**src/rtl/adder_accum_pkg.sv**
```systemverilog
// Shared types and helpers for the adder_accum frame accumulator.
package adder_accum_pkg;

  localparam int SAMPLE_W = 17;

  typedef enum logic {
    ACCUM = 1'b0,
    DONE  = 1'b1
  } state_t;

  // Beat counter only needs to hold 0..count-1.
  function automatic int cnt_width(input int count);
    return (count <= 2) ? 1 : $clog2(count);
  endfunction

endpackage

```
**src/rtl/adder_accum_if.sv**
```systemverilog
// Valid/ready bus between the adder stage, the accumulator and its consumer.
interface adder_accum_if #(
  parameter int ACC_W = 20
);

  logic             in_valid;
  logic             in_ready;
  logic [15:0]      sum_in;
  logic             cout_in;
  logic             out_valid;
  logic             out_ready;
  logic [ACC_W-1:0] acc_out;
  logic             ovf_out;

  modport master (
    output in_valid, sum_in, cout_in, out_ready,
    input  in_ready, out_valid, acc_out, ovf_out
  );

  modport slave (
    input  in_valid, sum_in, cout_in, out_ready,
    output in_ready, out_valid, acc_out, ovf_out
  );

endinterface

```
**src/rtl/acc_add_sat.sv**
```systemverilog
// ACC_W-bit accumulate step with carry-out detection.
// Define ADDER_ACCUM_SATURATE_EN to clamp at 2^ACC_W-1 instead of wrapping.
module acc_add_sat
  import adder_accum_pkg::*;
#(
  parameter int ACC_W = 20
) (
  input  logic [ACC_W-1:0]    acc,
  input  logic [SAMPLE_W-1:0] sample,
  output logic [ACC_W-1:0]    sum,
  output logic                carry
);

  logic [ACC_W:0] wide;

  // One extra bit catches the carry beyond ACC_W.
  assign wide  = {1'b0, acc} + (ACC_W + 1)'(sample);
  assign carry = wide[ACC_W];

`ifdef ADDER_ACCUM_SATURATE_EN
  // Once clamped, any further non-zero sample carries again and re-clamps.
  assign sum = carry ? '1 : wide[ACC_W-1:0];
`else
  assign sum = wide[ACC_W-1:0];
`endif

endmodule

```
**src/rtl/adder_accum.sv**
```systemverilog
// Sums COUNT 17-bit adder results per frame and presents the total on a valid/ready output.
// Optional clamp on overflow via ADDER_ACCUM_SATURATE_EN (see acc_add_sat).
module adder_accum
  import adder_accum_pkg::*;
#(
  parameter int COUNT = 4,
  parameter int ACC_W = 20
) (
  input  logic          clk,
  input  logic          rst,
  input  logic          clear,
  adder_accum_if.slave  bus
);

  localparam int               CNT_W = cnt_width(COUNT);
  localparam logic [CNT_W-1:0] LAST  = CNT_W'(COUNT - 1);

  state_t              state;
  logic [ACC_W-1:0]    acc;
  logic [ACC_W-1:0]    acc_next;
  logic [CNT_W-1:0]    cnt;
  logic                ovf;
  logic                carry;
  logic [SAMPLE_W-1:0] sample;

  assign sample = {bus.cout_in, bus.sum_in};

  acc_add_sat #(
    .ACC_W (ACC_W)
  ) u_add (
    .acc    (acc),
    .sample (sample),
    .sum    (acc_next),
    .carry  (carry)
  );

  assign bus.in_ready  = (state == ACCUM) && !clear;
  assign bus.out_valid = (state == DONE);
  assign bus.acc_out   = acc;
  assign bus.ovf_out   = ovf;

  // NOTE: sequential state uses non-blocking assignments so every register
  // in this block updates from pre-edge values regardless of statement order.
  always_ff @(posedge clk or posedge rst) begin
    if (rst) begin
      state <= ACCUM;
      acc   <= '0;
      cnt   <= '0;
      ovf   <= 1'b0;
    end else if (clear) begin
      // Abort wins over any beat or result handshake in the same cycle.
      state <= ACCUM;
      acc   <= '0;
      cnt   <= '0;
      ovf   <= 1'b0;
    end else begin
      unique case (state)
        ACCUM: begin
          if (bus.in_valid) begin
            acc <= acc_next;
            ovf <= ovf | carry;
            if (cnt == LAST) begin
              cnt   <= '0;
              state <= DONE;
            end else begin
              cnt <= cnt + 1'b1;
            end
          end
        end
        DONE: begin
          if (bus.out_ready) begin
            state <= ACCUM;
            acc   <= '0;
            cnt   <= '0;
            ovf   <= 1'b0;
          end
        end
        default: state <= ACCUM;
      endcase
    end
  end

endmodule

```
**src/flat_wrapper.sv**
```systemverilog
// flat-port wrapper written by rule: the top's interface ports become plain ports
module adder_accum_flat import adder_accum_pkg::*;
#(
  parameter int COUNT = 4,
  parameter int ACC_W = 20
)
  (clk, rst, clear, bus_in_valid, bus_sum_in, bus_cout_in, bus_out_ready, bus_in_ready, bus_out_valid, bus_acc_out, bus_ovf_out);
  adder_accum_if #(.ACC_W(ACC_W)) bus_i ();
  input  logic clk;
  input  logic rst;
  input  logic clear;
  input wire logic [$bits(bus_i.in_valid)-1:0] bus_in_valid;
  input wire logic [$bits(bus_i.sum_in)-1:0] bus_sum_in;
  input wire logic [$bits(bus_i.cout_in)-1:0] bus_cout_in;
  input wire logic [$bits(bus_i.out_ready)-1:0] bus_out_ready;
  output wire logic [$bits(bus_i.in_ready)-1:0] bus_in_ready;
  output wire logic [$bits(bus_i.out_valid)-1:0] bus_out_valid;
  output wire logic [$bits(bus_i.acc_out)-1:0] bus_acc_out;
  output wire logic [$bits(bus_i.ovf_out)-1:0] bus_ovf_out;
  assign bus_i.in_valid = bus_in_valid;
  assign bus_i.sum_in = bus_sum_in;
  assign bus_i.cout_in = bus_cout_in;
  assign bus_i.out_ready = bus_out_ready;
  assign bus_in_ready = bus_i.in_ready;
  assign bus_out_valid = bus_i.out_valid;
  assign bus_acc_out = bus_i.acc_out;
  assign bus_ovf_out = bus_i.ovf_out;
  adder_accum #(.COUNT(COUNT), .ACC_W(ACC_W)) u_core (.clk(clk), .rst(rst), .clear(clear), .bus(bus_i));
endmodule
```
**config.mk**
```make
export PLATFORM = sky130hd
export DESIGN_NAME = adder_accum_flat
export DESIGN_NICKNAME = d
export VERILOG_FILES = /design/src/rtl/adder_accum_pkg.sv /design/src/rtl/adder_accum_if.sv /design/src/rtl/acc_add_sat.sv /design/src/rtl/adder_accum.sv /design/src/flat_wrapper.sv
export SDC_FILE = /design/constraint.sdc
export NUM_CORES = 1
export LEC_CHECK = 0
export BUFFER_PORTS_ARGS = -buffer_cell sky130_fd_sc_hd__buf_2
export CORE_UTILIZATION = 58
export CTS_CLUSTER_DIAMETER = 40
export CTS_CLUSTER_SIZE = 30
export DETAILED_ROUTE_END_ITERATION = 12
export PLACE_DENSITY = 0.85
export SLEW_MARGIN = 20
export SYNTH_ARGS = -nofsm -noshare
export SYNTH_HDL_FRONTEND = slang
export SYNTH_SLANG_ARGS = --single-unit
```
**constraint.sdc**
```tcl
create_clock -name clk -period 6.05 [get_ports clk]
set_input_delay 0.3025 -clock clk [delete_from_list [all_inputs] [get_ports clk]]
set_output_delay 0.3025 -clock clk [all_outputs]
set_load 0.01 [all_outputs]
```
==> results of run 1 <==
-- critical path: cells and delay by family (launching register included) --
kind            cells  cell delay, ps
compound gates      5            1030
fa+ha+maj           2             670
flops               1             430
simple gates        1             200
-- Yosys cell counts, types with 2 or more instances --
master / number / area share, %
a22o_1: 4 / 1.9
nand2b_1: 2 / 0.66
ha_1: 18 / 12
nor2_1: 15 / 3.0
a41oi_1: 2 / 0.93
clkbuf_1: 2 / 0.40
xnor2_1: 6 / 2.8
a21oi_2: 4 / 1.9
a21oi_1: 15 / 4.0
nand3_1: 5 / 1.3
a21o_1: 5 / 2.0
o21a_1: 2 / 0.80
inv_1: 4 / 0.80
o21ai_0: 17 / 4.5
mux2i_1: 2 / 1.1
and3_1: 6 / 2.0
o21bai_1: 2 / 0.80
dfrtp_1: 24 / 32
o21ai_1: 2 / 0.53
nand2_1: 27 / 5.4
o41ai_4: 2 / 2.9
or3_1: 2 / 0.66
xor2_1: 5 / 2.3
buf_2: 3 / 0.80
nor3_1: 3 / 0.80
o31ai_1: 4 / 1.6
or4_1: 2 / 0.80
nand4_1: 6 / 2.0
-- power by group --
part / internal [mW] / switching [mW] / total, mW
sequential: 0.188 / 0.0276 / 0.216
clock: 0.0368 / 0.0518 / 0.0886
combinational: 0.128 / 0.171 / 0.300
-- how the worst min path moves through the flow --
stage	start	end	cells after the start
finish	rst	u_core.bus.acc_out[13]	2
detailed placement	u_core.cnt[0]	u_core.cnt[0]	1
CTS	rst	u_core.bus.acc_out[4]	2
floorplan	rst	u_core.bus.acc_out[0]	1
global placement	u_core.cnt[0]	u_core.cnt[0]	1
global route	rst	u_core.bus.acc_out[12]	2
-- layer usage --
layer / part of all wire (%) / vias up / GRT usage [%]
met5: 0 / - / 0
met1: 46 / 850 / 36.1
met3: 3.6 / 6 / 2.18
met2: 49 / 49 / 46.4
met4: 1.3 / 0 / 8.16
li1: - / 874 / -
-- final cells by class --
cell class	instances	area, um2
clock buffer	4	36.3
fill	285	906
inverter	4	15.0
multi-input combinational	176	1240
sequential	24	601
tap	44	55.1
timing repair buffer	45	228
-- through the flow --
stage / hold slack, ps / utilization, % / instance area [um2] / setup slack (ps)
floorplan: 317 / - / 1890 / 3810
global placement: 480 / 69.4 / 2140 / 3710
detailed placement: 498 / 69.4 / 2140 / 3680
CTS: 192 / 70.6 / 2170 / 3640
global route: 251 / 70.6 / 2170 / 3430
finish: 175 / 70.6 / 2170 / 3620
-- cells by family after synthesis --
family                   after synthesis  synth area share, %
AND/OR/NAND/NOR                       72                 17.9
AO/OA/AOI/OAI                         72                 28.5
XOR/XNOR                              11                 5.11
flip-flops                            24                 31.8
buffers and inverters                 10                 2.59
adder cells (fa/ha/maj)               19                 13.0
multiplexers                           2                 1.06
-- sequential cells by signal, summed over array words and instances (netlist names) --
register and flops:
u_core.bus.acc_out 20, u_core.cnt 2, u_core.bus.out_valid 1, u_core.bus.ovf_out 1
==> reports/results.tsv, run 1 <==
metric	value	unit
timing.rr.start	u_core.bus.acc_out[0]	
layout.cells.non_filler	297	
die_h	59.0	um
final_cell_mix	buf_2, nand2_1, dfrtp_1	
max_stage_delay	430	ps
fmax	0.412	GHz
finalNetCount	295	
slew-limit-headroom	35.9	%
boundaryPins	45	
hold_path.class	input port to asynchronous set/reset pin	
drive_above_1_share	23.3	%
arrival	2650	ps
synth.net_count	251	
post_drt_wl_per_cell	14.1	um
hold_buffers	0	
cts_sinks	24	
grt_first_pass_wirelength	7230	um
outcome	finished, final reports clean	
cap_violations	0	
drc_errors	0	
synth_cell_types	47	
rsz0062_at_grt	no	
vias_per_cell	5.99	
report.final.slew_viol_count	0	
cts-root-buf	clkbuf_4	
ant_nets	0	
diodes	0	
die_area	0.00349	mm2
grt_use_total	26.9	%
die_x	59.0	um
finalPower	0.604	mW
fin_crit	2430	ps
synth_flop_cell	dfrtp_1	
p_leak	1.10	nW
cp_max_fo	4	
path_class	flip-flop to flip-flop	
wirelength	4180	um
num_vias	1779	
ctsHtreeMaxLevel	1	
post_cts_buffers	0	
async_reset_ff_share	100	%
coreArea	0.00308	mm2
crit_start	u_core.bus.acc_out[0]	
ctsLongestPathBuffers	2	
fin_worst_skew	9.86	ps
end_kind	flip-flop	
critPathLaunchType	flip-flop	
rrSetupSlack	3620	ps
layout_commonest_cell	buf_2	
synth_cells	210	
crit_slowest_cell	dfrtp_1	
finalSetupViolations	0	
timing.setup.tns	0	ps
antenna_found_initial	0	
crit_path_end	u_core.bus.acc_out[18]	
yosys_warnings	0	
dp_cells	293	
place.gp.congestion	0.856	
reg2regPathDepth	8	
synthesis.area	0.00189	mm2
synth_edf_count	0	
syn_avg_cell_area	8.98	um2
ir_drop	0.148	mV
period_share	40.1	%
portBuffers	44	
cts-resized-gates	0	
rows	20	
cts_buffers	3	
path_clk_slew	150	ps
max_slew.worst_pin.slew	960	ps
grt_pass1_vias	1702	
area_growth	15.1	%
firstDrtPassIters	4	
insertion_delay	320	ps
worstPathRequired	6270	ps
rr_endpoint	u_core.bus.acc_out[18]	
yosysSeqAreaShare	31.8	%
overflow	0	
hpwl	3210	um
tritoncts	built	
drt_iter0_markers	56	
grt_max_degree	25	
path_cells	ha_1 -> fa_1 -> a211oi_1 -> o21ai_0 -> a21oi_2 -> o31ai_2 -> and3_1 -> o21a_1	
start_util	61.3	%
synth-seq-cells	24	
hold_violations	0	
power.density	278	mW/mm2
Note: power is estimated with default switching activity, not from simulation.
==> run 2, diff against run 1 <==
Settings changed: ABC_AREA from default to 1, CORE_UTILIZATION 58 to 50, PLACE_DENSITY 0.85 to 0.77.
Clock period 6.05 ns to 2.2 ns, I/O delays scaled along.
==> run 2 against run 1 <==
Fmax rose by 24%. Clock power rose to 3.5 times the previous value. Sequential power rose by 140%. Final area rose by 12%. Wire length rose by 24%. Non-clock buffer count rose by 4. Count of clock-buffer cells in the layout did not move. Largest power group unchanged. Total power rose by 140%. Register-to-register slack got worse by 3400 ps. Critical path depth rose by 2. Hold slack got worse by 56 ps. Global-route usage fell by 0.94 points.
==> reports/results.tsv, run 2 <==
metric	value	unit	change
start_util	51.8	%	-9.5 points
clkPwrFrac	21.5	%	+6.8 points
cap_violations	0		unchanged
grt_first_pass_wirelength	8730	um	+21%
rrSetupSlack	240	ps	-3380 ps
grt_max_degree	25		unchanged
rr_endpoint	u_core.bus.acc_out[14]		
cp_max_fo	4		unchanged
rows	23		+15%
slew-limit-headroom	77.3	%	+41 points
post_drt_wl_per_cell	12.4	um	-12%
reg2regPathDepth	10		+2
rsz0062_at_grt	no		
ir_drop	0.346	mV	+130%
hold_path.class	input port to flip-flop		
cts-root-buf	clkbuf_8		
hold_violations	0		unchanged
die_h	66.4	um	+12%
ant_nets	0		unchanged
post-route-util	60.8	%	-9.8 points
insertion_delay	260	ps	-60 ps
dp_cells	413		+41%
arrival	2130	ps	-520 ps
yosysSeqAreaShare	29.0	%	-2.8 points
drc_errors	0		unchanged
timing.rr.start	u_core.bus.acc_out[0]		
crit_path_end	u_core.bus.acc_out[14]		
synth_area_leader_cell	dfrtp_1		
synth_cells	318		+51%
synth_cell_types	28		-40%
yosysMostFrequentCell	nand2_1		
num_vias	2201		+24%
grt_pass1_vias	2045		+20%
p_leak	1.40	nW	+27%
switching_share	39.5	%	-2.0 points
die_area	0.00441	mm2	+26%
cts_buffers	3		unchanged
portBuffers	44		unchanged
end_kind	flip-flop		
min_path_cells	3		
cts_sinks	24		unchanged
synth_top_area_share	29.0	%	-2.8 points
fmax	0.510	GHz	+24%
worstPathRequired	2370	ps	-3900 ps
fin_worst_skew	3.88	ps	-5.98 ps
finalSetupViolations	0		unchanged
seqPwrFrac	36.8	%	+1.1 points
timing.setup.tns	0	ps	unchanged
outcome	finished, final reports clean		
path_class	flip-flop to flip-flop		
async_reset_ff_share	100	%	unchanged
wirelength	5190	um	+24%
boundaryPins	45		unchanged
coreArea	0.00400	mm2	+30%
hpwl	4120	um	+28%
area_growth	17.4	%	
grt_use_met2	42.3	%	-4.1 points
layout_commonest_cell	nand2_1		
comb_power_share	41.7	%	-7.9 points
tritoncts	built		
gr-usage-met3	3.62	%	+1.4 points
layout.cells.non_filler	418		+41%
diodes	0		unchanged
syn_avg_cell_area	6.52	um2	-27%
intPower	0.864	mW	+140%
vias_per_cell	5.27		-12%
synth_flop_cell	dfrtp_1		
synth.net_count	359		+43%
fin_crit	1960	ps	-465 ps
crit_start	u_core.bus.acc_out[0]		
firstDrtPassIters	5		+1
finalNetCount	410		+39%
final_cell_mix	nand2_1, buf_2, inv_1		
report.final.slew_viol_count	0		unchanged
synthesis.area	0.00207	mm2	+9.8%
largest_register_ffs	20		unchanged
nFillCells	402		+41%
ctsHtreeMaxLevel	1		unchanged
period_share	89.1	%	+49 points
max_slew.worst_pin.slew	340	ps	-619 ps
overflow	0		unchanged
post_cts_buffers	0		unchanged
die_x	66.4	um	+12%
synth.area.top_cells	dfrtp_1, nand2_1, ha_1		
synth_edf_count	0		unchanged
yosys_warnings	0		unchanged
path_clk_slew	90	ps	-60 ps
grt_use_total	26.0	%	-0.94 points
ctsLongestPathBuffers	2		unchanged
grt_busiest_layer	met2		
critPathLaunchType	flip-flop		
antenna_found_initial	0		unchanged
synth-seq-cells	24		unchanged
power.density	587	mW/mm2	+110%
ys_top_cells_by_count	nand2_1, inv_1, nor2_1		
p_sw	0.563	mW	+120%
drive_above_1_share	18.2	%	-5.1 points
use_met1	34.9	%	-1.2 points
drt_iter0_markers	127		+130%
place.gp.congestion	1.01		+18%
-- run 2: cell types whose count changed after synthesis, sizes merged, moves of 6 or more --
cell / previous run / this run
nand2: 27 / 120
inv: 4 / 38
nor2: 15 / 38
nand3: 5 / 18
and3: 6 / 0
nand4: 6 / 0
-- run 2: final cells by class --
class | instances | area [um2] | area share, %
clock buffers | 4 | 55.1 | 2.26
inverters | 38 | 143 | 5.86
multi-input cells | 253 | 1310 | 53.9
flip-flops and latches | 24 | 601 | 24.7
well taps | 50 | 62.6 | 2.57
repair buffers | 49 | 260 | 10.7
-- run 2: logic make-up (layout without fill, tap and decap cells) --
| kind of cell | count (synthesis) | in the layout | synth area share (%) |
|---|---|---|---|
| AOI/OAI and AO/OA | 46 | 46 | 12.8 |
| xor gates and xnor gates | 1 | 1 | 0.423 |
| adders and majority gates | 19 | 19 | 11.8 |
| buffers and inverters | 41 | 91 | 7.85 |
| DFF | 24 | 24 | 29.0 |
| and+or+nand+nor | 187 | 187 | 38.1 |
-- run 2: power groups by stage --
stage,logic [mW],registers (mW),clock network [mW]
finish,0.595,0.525,0.307
global route,0.676,0.532,0.335
CTS,0.592,0.525,0.317
detailed placement,0.587,0.534,0
global placement,0.575,0.530,0
floorplan,0.399,0.549,0
-- run 2: how the worst min path moves through the flow --
stage                     slack [ps]                     end          from
after floorplan                  120   u_core.bus.acc_out[0]           rst
after CTS                        120    u_core.bus.out_valid  bus_in_valid
after detailed placement         180  u_core.bus.acc_out[17]           rst
after global placement           180  u_core.bus.acc_out[19]           rst
after global routing             140    u_core.bus.out_valid  bus_in_valid
final                            120    u_core.bus.out_valid  bus_in_valid
-- run 2: through the flow --
step | area, um2 | hold slack (ps) | total power, mW | setup WS, ps
after floorplan | 2070 | 125 | 0.949 | 310
after global placement | 2360 | 176 | 1.10 | 245
after detailed placement | 2360 | 183 | 1.12 | 173
after CTS | 2430 | 118 | 1.43 | 140
after global routing | 2430 | 143 | 1.54 | 58.0
final | 2430 | 119 | 1.43 | 240
-- run 2: per-layer routing --
metal / wire length, um / part of all wire [%] / vias to the layer above
li1: - / - / 1117
met1: 2440 / 47 / 1001
met2: 2370 / 46 / 71
met3: 271 / 5.2 / 12
met4: 109 / 2.1 / 0
met5: 0 / 0 / -
-- run 2: worst max-delay path: stages (launching register included) --
cell      delay (ps)
dfrtp_1          410
ha_1             250
fa_1             450
inv_1             80
nor2_1            50
nor2_2           190
o21ai_2           90
nand3_1          120
nand3b_1          90
nand3_1           90
nand2_1           50
-- run 2: what timing repair did --
| action | in CTS | in global routing |
|---|---|---|
| endpoints found under the hold margin | 24 | 0 |
| gates resized for setup | 0 | 1 |
| setup endpoints to repair | 0 | 4 |
| hold buffers | 1 | 0 |
==> run 3, diff against run 2 <==
Settings changed: CAP_MARGIN from default to 20, PLACE_DENSITY 0.77 to 0.83.
==> run 3 against run 2 <==
Wire length is 0.48% lower. Register-to-register slack worse by 20 ps. Flip-flop and latch count stayed put. Combinational power hardly changed. Sequential power hardly changed. Clock skew hardly changed. Critical path type unchanged.
==> reports/results.tsv, run 3 (same netlist as run 2, synthesis figures left out) <==
metric	value	unit	change
outcome	finished, final reports clean		
portBuffers	44		unchanged
ant_nets	0		unchanged
rsz0062_at_grt	no		
arrival	2150	ps	+20 ps
path_clk_slew	90	ps	about the same
report.final.slew_viol_count	0		unchanged
die_h	66.4	um	unchanged
layout_commonest_cell	nand2_1		
grt_max_degree	25		unchanged
diodes	0		unchanged
worstPathRequired	2370	ps	about the same
crit_slowest_cell	fa_1		
ctsLongestPathBuffers	2		unchanged
cp_max_fo	4		unchanged
end_kind	flip-flop		
ctsHtreeMaxLevel	1		unchanged
slew-limit-headroom	78.2	%	+0.86 points
area_growth	18.2	%	
p_leak	1.41	nW	+0.49%
dp_slack	183	ps	+9.37 ps
finalSetupViolations	0		unchanged
max_stage_delay	460	ps	about the same
die_area	0.00441	mm2	unchanged
finalNetCount	410		unchanged
post-route-util	61.2	%	+0.41 points
hold_path.class	input port to flip-flop		
setup_slack	219	ps	-21.2 ps
stdcell_area	0.00245	mm2	+0.67%
antenna_found_initial	0		unchanged
cts-root-buf	clkbuf_8		
overflow	0		unchanged
vias_per_cell	5.21		-1.0%
min_path_cells	3		unchanged
fin_worst_skew	3.98	ps	+0.0973 ps
insertion_delay	270	ps	about the same
fmax	0.505	GHz	-1.1%
drt_iter0_markers	138		+8.7%
finalPower	1.52	mW	+6.3%
fin_crit	1980	ps	+21.2 ps
post_cts_buffers	0		unchanged
grt_use_total	26.2	%	+0.16 points
largest_register_ffs	20		unchanged
grt_pass1_vias	2069		+1.2%
wirelength	5160	um	-0.48%
die_x	66.4	um	unchanged
num_vias	2178		-1.0%
timing.rr.start	u_core.bus.acc_out[0]		
layout.cells.non_filler	418		unchanged
final_cell_mix	nand2_1, buf_2, inv_1		
drive_above_1_share	18.2	%	unchanged
coreArea	0.00400	mm2	unchanged
hold_violations	0		unchanged
rows	23		unchanged
rr_endpoint	u_core.bus.acc_out[12]		
place.gp.congestion	0.991		-1.8%
reg2regPathDepth	10		unchanged
power.density	620	mW/mm2	+5.6%
period_share	90.1	%	+0.96 points
ir_drop	0.273	mV	-21%
placed_area	0.00236	mm2	unchanged
timing.setup.tns	0	ps	unchanged
cts_buffers	3		unchanged
whs	110	ps	-9.40 ps
path_cells	ha_1 -> fa_1 -> inv_1 -> nor2_1 -> nor2_2 -> o21bai_2 -> nand2_1 -> nand3b_1 -> nand3_1 -> nand2_1		
cts_sinks	24		unchanged
nFillCells	411		+2.2%
tritoncts	built		
path_class	flip-flop to flip-flop		
cap_violations	0		unchanged
max_slew.worst_pin.slew	327	ps	-13.0 ps
path_common_cell	nand2_1		
hold_path_end	u_core.bus.out_valid		
dp_cells	413		unchanged
firstDrtPassIters	4		-1
worstHoldStart	bus_in_valid		
drc_errors	0		unchanged
start_util	51.8	%	unchanged
grt_first_pass_wirelength	8760	um	+0.32%
rrSetupSlack	220	ps	-20 ps
post_drt_wl_per_cell	12.4	um	-0.48%
critPathLaunchType	flip-flop		
boundaryPins	45		unchanged
hpwl	4090	um	-0.59%
run 3: changes by cell type in the layout (fill, tap and decap cells not counted):
cell       change
bufinv_16      +1
clkbuf_8       -1
run 3: where the power goes:
part	leakage [nW]	internal, mW	total, mW	switching [mW]
sequential	0.322	0.486	0.524	0.0384
clock	0.0357	0.244	0.400	0.156
combinational	1.05	0.219	0.594	0.375
run 3: layout make-up:
| class | instances | area (um2) | share of cell area [%] |
|---|---|---|---|
| Multi-Input combinational cell | 253 | 1310 | 53.6 |
| Sequential cell | 24 | 601 | 24.5 |
| Timing Repair Buffer | 49 | 260 | 10.6 |
| Inverter | 38 | 143 | 5.83 |
| Tap cell | 50 | 62.6 | 2.55 |
| Clock buffer | 3 | 41.3 | 1.69 |
| Clock inverter | 1 | 30.0 | 1.23 |
run 3: worst max-delay path, delay by kind of cell, from the launching register on:
family                   cells  cell delay (ps)
buffers and inverters        1               80
AO/OA/AOI/OAI                1              110
adder cells (fa/ha/maj)      2              720
flip-flops                   1              410
AND/OR/NAND/NOR              6              550
run 3: timing repair:
| item | 4_1_cts | 5_1_grt |
|---|---|---|
| endpoints found under the hold margin | 24 | 0 |
| gates resized for setup | 0 | 1 |
| hold buffers | 1 | 0 |
| setup endpoints to repair | 0 | 4 |
run 3: how the worst max path moves through the flow:
stage / from / end / slack [ps] / cells past startpoint
2_1_floorplan: u_core.bus.acc_out[0] / u_core.bus.ovf_out / 310 / 10
3_3_place_gp: u_core.bus.acc_out[0] / u_core.bus.acc_out[14] / 250 / 10
3_5_place_dp: u_core.bus.acc_out[0] / u_core.bus.acc_out[12] / 180 / 10
4_1_cts: u_core.bus.acc_out[0] / u_core.bus.acc_out[12] / 150 / 10
5_1_grt: u_core.bus.acc_out[0] / u_core.bus.acc_out[12] / 40 / 11
6_report: u_core.bus.acc_out[0] / u_core.bus.acc_out[12] / 220 / 10
run 3: layer usage:
metal / GRT usage [%] / wire [um]
met1: 35.3 / 2470
met2: 43.9 / 2360
met3: 3.28 / 285
met4: 6.65 / 55
met5: 0 / 0
